--- config.mk ---
export PLATFORM = sky130hd
export DESIGN_NAME = systolic_feeder
export DESIGN_NICKNAME = d
export VERILOG_FILES = /design/src/rtl/systolic_feeder_pkg.sv /design/src/rtl/systolic_feeder_skew_lane.sv /design/src/rtl/systolic_feeder.sv
export SDC_FILE = /design/constraint.sdc
export NUM_CORES = 2
export LEC_CHECK = 0
export CORE_ASPECT_RATIO = 1.5
export CORE_MARGIN = 2
export CORE_UTILIZATION = 59
export DETAILED_ROUTE_END_ITERATION = 16
export HOLD_SLACK_MARGIN = 0.05
export PLACE_DENSITY = 0.89
export SYNTH_ARGS = -nofsm -noshare
export SYNTH_HDL_FRONTEND = slang
export SYNTH_HIERARCHICAL = 1
export SYNTH_SLANG_ARGS = --single-unit
--- constraint.sdc ---
create_clock -name clk_i -period 69 [get_ports clk_i]
set_clock_uncertainty 0.1 [all_clocks]
set_input_delay 20.7 -clock clk_i [delete_from_list [all_inputs] [get_ports clk_i]]
set_output_delay 20.7 -clock clk_i [all_outputs]
set_load 0.01 [all_outputs]
--- src/rtl/systolic_feeder_pkg.sv ---
// systolic_pkg: FSM encoding, write-select codes and stream sizing shared by the feeder.
package systolic_pkg;
    localparam logic [1:0] IDLE   = 2'd0;
    localparam logic [1:0] STREAM = 2'd1;
    localparam logic [1:0] DONE   = 2'd2;
    localparam logic SEL_A = 1'b0;
    localparam logic SEL_B = 1'b1;
    // A stream of 3*DIM-2 beats lets the last products ripple to the far corner.
    function automatic int stream_len(input int dim);
        return 3 * dim - 2;
    endfunction
    function automatic int cnt_w(input int dim);
        return $clog2(3 * dim - 2);
    endfunction
endpackage

--- src/rtl/systolic_feeder_skew_lane.sv ---
// skew_lane: picks element t-LANE of a stored row/column, zero outside the DIM-wide window.
module skew_lane import systolic_pkg::*; #(
    parameter int DATA_WIDTH = 32,
    parameter int DIM = 4,
    parameter int LANE = 0,
    parameter int CW = cnt_w(DIM)
) (
    input  logic [CW-1:0]             t,
    input  logic [DIM*DATA_WIDTH-1:0] vec,
    output logic [DATA_WIDTH-1:0]     elem
);
    localparam int IW = $clog2(DIM);
    localparam logic [CW:0] LANE_W = (CW+1)'(LANE);
    localparam logic [CW:0] DIM_W = (CW+1)'(DIM);
    logic [CW:0] k;
    assign k = {1'b0, t} - LANE_W;
    assign elem = ({1'b0, t} >= LANE_W && k < DIM_W) ? vec[k[IW-1:0]*DATA_WIDTH +: DATA_WIDTH] : '0;
endmodule

--- src/rtl/systolic_feeder.sv ---
// systolic_feeder: holds A and B, streams them diagonally skewed into the PE array edge.
module systolic_feeder import systolic_pkg::*; #(
    parameter int DATA_WIDTH = 32,
    parameter int DIM = 4
) (
    input  logic                      clk_i,
    input  logic                      rst_i,
    input  logic                      wr_en_i,
    input  logic                      wr_sel_i,
    input  logic [$clog2(DIM)-1:0]    wr_row_i,
    input  logic [DIM*DATA_WIDTH-1:0] wr_data_i,
    input  logic                      start_i,
    output logic                      busy_o,
    output logic                      valid_o,
    output logic [DIM*DATA_WIDTH-1:0] left_o,
    output logic [DIM*DATA_WIDTH-1:0] up_o,
    output logic                      done_o
);
    localparam int LEN = stream_len(DIM);
    localparam int CW = cnt_w(DIM);
    localparam int RW = $clog2(DIM);
    localparam int W = DIM * DATA_WIDTH;
    logic [1:0] state;
    logic [CW-1:0] t, nt;
    logic last, run_nxt, wr_ok;
    logic [W-1:0] a[DIM], b[DIM], a_nxt[DIM], b_nxt[DIM], b_col[DIM];
    logic [W-1:0] left_nxt, up_nxt;
    assign wr_ok = state == IDLE && wr_en_i;
    assign last = t == CW'(LEN - 1);
    assign nt = state == IDLE ? '0 : t + 1'b1;
    assign run_nxt = (state == IDLE && start_i) || (state == STREAM && !last);
    // Lanes see the post-write storage so a write coinciding with start is streamed.
    for (genvar i = 0; i < DIM; i++) begin : g_row
        assign a_nxt[i] = (wr_ok && wr_sel_i == SEL_A && wr_row_i == RW'(i)) ? wr_data_i : a[i];
        assign b_nxt[i] = (wr_ok && wr_sel_i == SEL_B && wr_row_i == RW'(i)) ? wr_data_i : b[i];
        for (genvar j = 0; j < DIM; j++) begin : g_col
            assign b_col[j][i*DATA_WIDTH +: DATA_WIDTH] = b_nxt[i][j*DATA_WIDTH +: DATA_WIDTH];
        end
        skew_lane #(.DATA_WIDTH(DATA_WIDTH), .DIM(DIM), .LANE(i), .CW(CW)) u_left (
            .t(nt), .vec(a_nxt[i]), .elem(left_nxt[i*DATA_WIDTH +: DATA_WIDTH])
        );
        skew_lane #(.DATA_WIDTH(DATA_WIDTH), .DIM(DIM), .LANE(i), .CW(CW)) u_up (
            .t(nt), .vec(b_col[i]), .elem(up_nxt[i*DATA_WIDTH +: DATA_WIDTH])
        );
    end
    always_ff @(posedge clk_i or posedge rst_i) begin
        if (rst_i) begin
            a <= '{default: '0};
            b <= '{default: '0};
        end else begin
            a <= a_nxt;
            b <= b_nxt;
        end
    end
    always_ff @(posedge clk_i or posedge rst_i) begin
        if (rst_i) begin
            state <= IDLE;
            t <= '0;
            left_o <= '0;
            up_o <= '0;
        end else begin
            state <= state == IDLE ? (start_i ? STREAM : IDLE) : state == STREAM ? (last ? DONE : STREAM) : IDLE;
            t <= run_nxt ? nt : '0;
            left_o <= run_nxt ? left_nxt : '0;
            up_o <= run_nxt ? up_nxt : '0;
        end
    end
    assign valid_o = state == STREAM;
    assign busy_o = state != IDLE;
    assign done_o = state == DONE;
endmodule

Yosys cells after proc, flatten, opt, wreduce, memory -nomap -nowiden
Index checks and enable logic that the tools add are counted.
{"block": "totals", "regBits": 1286, "in_bits": 135, "out_inout_bits": 259, "elab_cells": 83}
{"block": "classes", "add_sub_neg": 4, "order_cmp": 7, "n_eq_ne": 6, "shift": 8, "mux": 24, "n_bitwise": 1, "n_reduce_logical": 21}
{"op": "2-to-1 mux 128 bit", "count": 10}
{"op": "indexed part select 128 x 8 -> 32 bit", "count": 8}
{"op": "2-to-1 mux 32 bit", "count": 8}
{"op": "logical AND 1 bit", "count": 16}
{"op": "< comparator 5 x 3 -> 1 bit, second input constant", "count": 3}
{"op": "subtractor 4 x 2 -> 5 bit, second input constant", "count": 2}
{"op": ">= comparator 4 x 2 -> 1 bit, second input constant", "count": 2}
{"op": "2-to-1 mux 4 bit", "count": 2}
{"op": "== test 2 bit, second input constant", "count": 3}
{"op": "2-to-1 mux 2 bit", "count": 3}
{"op": "subtractor 4 x 1 -> 5 bit, second input constant", "count": 1}
{"op": "adder 4 x 1 -> 4 bit, second input constant", "count": 1}
{"op": "== test 2 x 1 -> 1 bit, second input constant", "count": 2}
{"op": "== test 4 bit, second input constant", "count": 1}
{"op": ">= comparator 4 x 1 -> 1 bit, second input constant", "count": 1}
{"op": "zero test 2 bit", "count": 2}
{"op": "< comparator 4 x 3 -> 1 bit, second input constant", "count": 1}
{"op": "nonzero test 2 bit", "count": 1}
{"op": "zero test 1 bit", "count": 1}
{"op": "logical OR 1 bit", "count": 1}
{"op": "2-to-1 mux 1 bit", "count": 1}
{"op": "NOT 1 bit", "count": 1}

Longest topological paths before layout
{"block": "depth", "word_depth": 8, "depth_mapped": 12, "mapped_depth_nobuf": 9}

By module
Netlist, hierarchy kept.
{"module": "systolic_feeder", "instances": 1, "cells_per_inst": 2748, "area_each_um2": 46752.3, "seq_area_each_um2": 32180.9}
{"module": "skew_lane (g_row[2].u_left ...)", "instances": 2, "cells_per_inst": 90, "area_each_um2": 1244.9, "seq_area_each_um2": 0.0}
{"module": "skew_lane (g_row[1].u_left ...)", "instances": 2, "cells_per_inst": 82, "area_each_um2": 1143.6, "seq_area_each_um2": 0.0}
{"module": "skew_lane (g_row[3].u_left ...)", "instances": 2, "cells_per_inst": 83, "area_each_um2": 1132.3, "seq_area_each_um2": 0.0}
{"module": "skew_lane (g_row[0].u_left ...)", "instances": 2, "cells_per_inst": 113, "area_each_um2": 959.7, "seq_area_each_um2": 0.0}

Worst setup path before layout
OpenSTA, ideal clock, no wires.
{"block": "synth_path", "kind": "input port to flip-flop", "start": "in wr_row_i[1]", "end": "reg up_o[107]", "setup_time_ns": 0.119, "arrival_time_ns": 22.664, "required_time_ns": 68.781, "slack_ns": 46.117, "cell_stages": 8, "path_buffers": 2, "path_cell_list": "or3b_4 nor3_2 buf_4 buf_8 mux2_2 mux4_2 a21boi_1 and2_1"}
{"element": "start: declaration", "line_no": "systolic_feeder.sv:10", "text": "input logic [$clog2(DIM)-1:0] wr_row_i,"}
{"element": "end signal: assignment", "line_no": "systolic_feeder.sv:65", "text": "up_o <= run_nxt ? up_nxt : '0;"}
{"element": "end: declaration", "line_no": "systolic_feeder.sv:16", "text": "output logic [DIM*DATA_WIDTH-1:0] up_o,"}

==> key figures <==
Route
  • Routed Antenna Nets: 0
  • Drt pass-1 iters: 5
  • Vias per Instance: between 6 and 7
  • Vias: between 30000 and 40000
  • WL final: around 150 mm
  • WL/cell: about 28 um
  • DR iter-0 viols: approximately 2400
  • Drt drc: 0

Global routing
  • Pin count of the biggest net entering global routing: a little under 200
  • Grt total ovfl: 0
  • Initial antenna violation count: 7
  • Total GRT Usage: 0.306
  • First-pass GRT wire length: 220 mm
  • Vias in the first global route: roughly 35000

Placement
  • Port bufs: 393
  • Post-DP HPWL: just under 90 mm
  • GPL Wtd Cong: about 0.8
  • Placed cell count: 4952
  • Pre-CTS WS: between 40 and 50 ns

Run
  • Max Cap Viol: 0

Pwr
  • P_sw: approximately 0.0012 W
  • PnR Total Power: between 0.003 and 0.004 W
  • Switching part of the total: 0.362
  • Clock share of power: 0.207
  • Seq pwr share: 0.346
  • Comb pwr share: 0.447
  • Static leakage: 30.4 nW
  • Internal power: 0.00204 W
  • Worst VDD drop: approximately 0.075 mV
  • Pwr dens: 50.2 nW/um^2

Clocking
  • H-Tree Depth: 3
  • Post-CTS Setup Bufs: 0
  • Post-CTS sizing: 0
  • CTS hold repair buffers: 0
  • CTS Sinks: between 1000 and 1500
  • Clk Tree Root Cell: clkbuf_16
  • Worst-Skew Late Latency: 0.72 ns
  • CTS tree: done
  • CTS Buf Count: 114
  • Clock tree buffer depth: 3
  • Reg clk slew, reported paths: 0.06 ns

Floorplan
  • Initial core utilization: 0.593
  • Row cnt: 138
  • Die footprint: around 97000 sq um
  • Core area: between 90000 and 100000 sq um
  • DIE WIDTH: ~250 um
  • Ports: roughly 390
  • Die H: ~380 um

Timing
  • Final period utilization: 0.365
  • Final setup violating endpoints: 0
  • RSZ-0062 raised after global routing: false
  • Setup_tns: 0 ns
  • Rel. slew slack: 0.165
  • Fmax: about 0.04 GHz
  • Final Hold Fails: 0
  • Setup WS post-layout: 43.82 ns
  • Tmin final: between 20 and 30 ns
  • Worst-Margin Slew: 1.25 ns
  • Max Slew Vio Count: 0

Critical path
  • Flop-to-flop setup slack: about 64 ns
  • Crit path DAT: about 26 ns
  • FF-to-FF path depth: 8
  • Critical R2R Launch: t[0]
  • WP data required: 69.58 ns
  • Crit Path Max Fanout: roughly 200
  • Setup crit end kind: asynchronous set/reset pin
  • Worst Setup Start Kind: primary input
  • RR Endpoint: up_o[115]
  • Setup CP Type: primary input to asynchronous set/reset pin

Finish
  • Share of layout cells above drive strength 1: 0.373
  • Post-layout util: 0.679
  • Filler cell count: 6182
  • Reg area: roughly 32000 sq um
  • # nets final: roughly 4000
  • Layout area overhead: 14.4%
  • Post-Layout Cell Count: a little over 5000
  • Area of the multi-input gates: between 20000 and 25000 sq um

Logic synthesis
  • Synth top area share: 0.578
  • Post-Syn Area: roughly 56000 sq um
  • Syn avg cell area: roughly 16 sq um
  • Netlist cell types: 42
  • Syn Inst Count: roughly 3500
  • Largest cells by area after synthesis: dfrtp_1 58%, mux2_2 21%, mux4_2 5.8%, and2_1 2.9%, mux2i_1 2.3%
  • Warnings from Yosys: 6
  • Sequential share of the synthesized area: 0.578
  • Post-synth top area cell: dfrtp_1
  • Flops & latches, synth: around 1300
  • Syn_nets: between 3000 and 4000

Hold path
  • Hold Crit Depth: 1
  • Hold Startpoint: b[440]
  • WHS Endpoint: b[440]
  • Hold Crit Class: flip-flop to flip-flop

Status
  • Status: complete, no violations
## layer usage
layer	up-vias	global-route usage	part of all wire
met5	-	0	0.00021
met4	4	0.137	0.043
met3	281	0.0513	0.063
met2	1125	0.494	0.49
met1	17400	0.410	0.40
li1	13200	-	-
## logic make-up (layout without fill, tap and decap cells)
kind of cell,Yosys count,count (layout),share of synthesized area
simple gates,372,372,0.0421
other cells,0,6,0
flops,1286,1286,0.578
buf+inv,266,687,0.0374
compound gates,203,203,0.0292
mux,1344,1344,0.311
xor+xnor,1,1,0.000157
fa+ha+maj,12,12,0.00269
## synthesized netlist by cell type
master / number
mux2_2: 1024
buf_6: 91
buf_12: 12
nand3_1: 3
or3_4: 2
or3b_1: 2
a31oi_4: 2
ha_1: 12
and3b_1: 2
inv_1: 16
nand2b_1: 5
and4b_1: 1
mux4_2: 144
a21boi_1: 60
nor3b_1: 2
buf_1: 2
clkbuf_4: 2
buf_8: 2
or3_1: 3
nor2_1: 14
nand4b_1: 4
mux4_1: 48
nor2b_1: 65
nand2_1: 4
a21boi_0: 4
nor3b_2: 2
o22ai_1: 64
a21o_1: 3
xor2_1: 1
nand3b_1: 3
o211a_1: 64
nor3_2: 3
o311a_1: 2
or3b_4: 1
o21ai_0: 2
clkbuf_1: 50
dfrtp_1: 1286
and2_1: 256
a21oi_1: 2
mux2i_1: 128
buf_2: 66
buf_4: 25
## state kept, by name, indices dropped and copies added (netlist names)
register	flops
t	4
b	512
left_o	128
up_o	128
a	512
state	2
## critical path, cell delays in order
cell and delay, ns:
clkdlybuf4s50_1 0.50, inv_8 0.70, buf_4 0.83, buf_12 0.68, buf_4 0.90, buf_4 0.94
## final cells by class
cell class	instances	share of cell area
Timing Repair Buffer	458	0.0698
Sequential cell	1286	0.505
Clock buffer	162	0.0515
Multi-Input combinational cell	1932	0.338
Clock inverter	51	0.00956
Antenna cell	6	0.000236
Tap cell	1260	0.0247
Inverter	16	0.00106
## layout by cell type (no fill, tap or decap), types with 27 or more instances in the layout
cell type / synthesis / layout
dfrtp_1: 1286 / 1286
mux2_2: 1024 / 1024
clkdlybuf4s50_1: 0 / 393
and2_1: 256 / 256
mux4_2: 144 / 144
mux2i_1: 128 / 128
clkbuf_16: 0 / 114
nor2b_1: 65 / 65
o22ai_1: 64 / 64
o211a_1: 64 / 64
buf_4: 25 / 63
a21boi_1: 60 / 60
mux4_1: 48 / 48
clkinv_2: 0 / 27
## power by group through the flow
stage | logic (W) | clock network (W) | registers (W)
2_1_floorplan | 0.000960 | 0 | 0.00112
3_3_place_gp | 0.00138 | 0 | 0.00111
3_5_place_dp | 0.00142 | 0 | 0.00112
4_1_cts | 0.00143 | 0.000669 | 0.00111
5_1_grt | 0.00150 | 0.000699 | 0.00113
6_report | 0.00143 | 0.000662 | 0.00111
## stage by stage
step           hold WS (ns)  cell area [sq um]
2_1_floorplan         0.366              55700
3_3_place_gp          0.374              59800
3_5_place_dp          0.380              59800
4_1_cts               0.394              63700
5_1_grt               0.402              63700
6_report              0.391              63700
## worst max-delay path by stage
stage / start / to / depth (start not counted)
after floorplan: rst_i / a[0] / 1
after global placement: rst_i / up_o[58] / 6
after detailed placement: rst_i / up_o[58] / 6
after CTS: rst_i / b[314] / 6
after global routing: rst_i / b[288] / 6
final: rst_i / left_o[63] / 6
No activity file was read; power rests on OpenSTA's default activity.
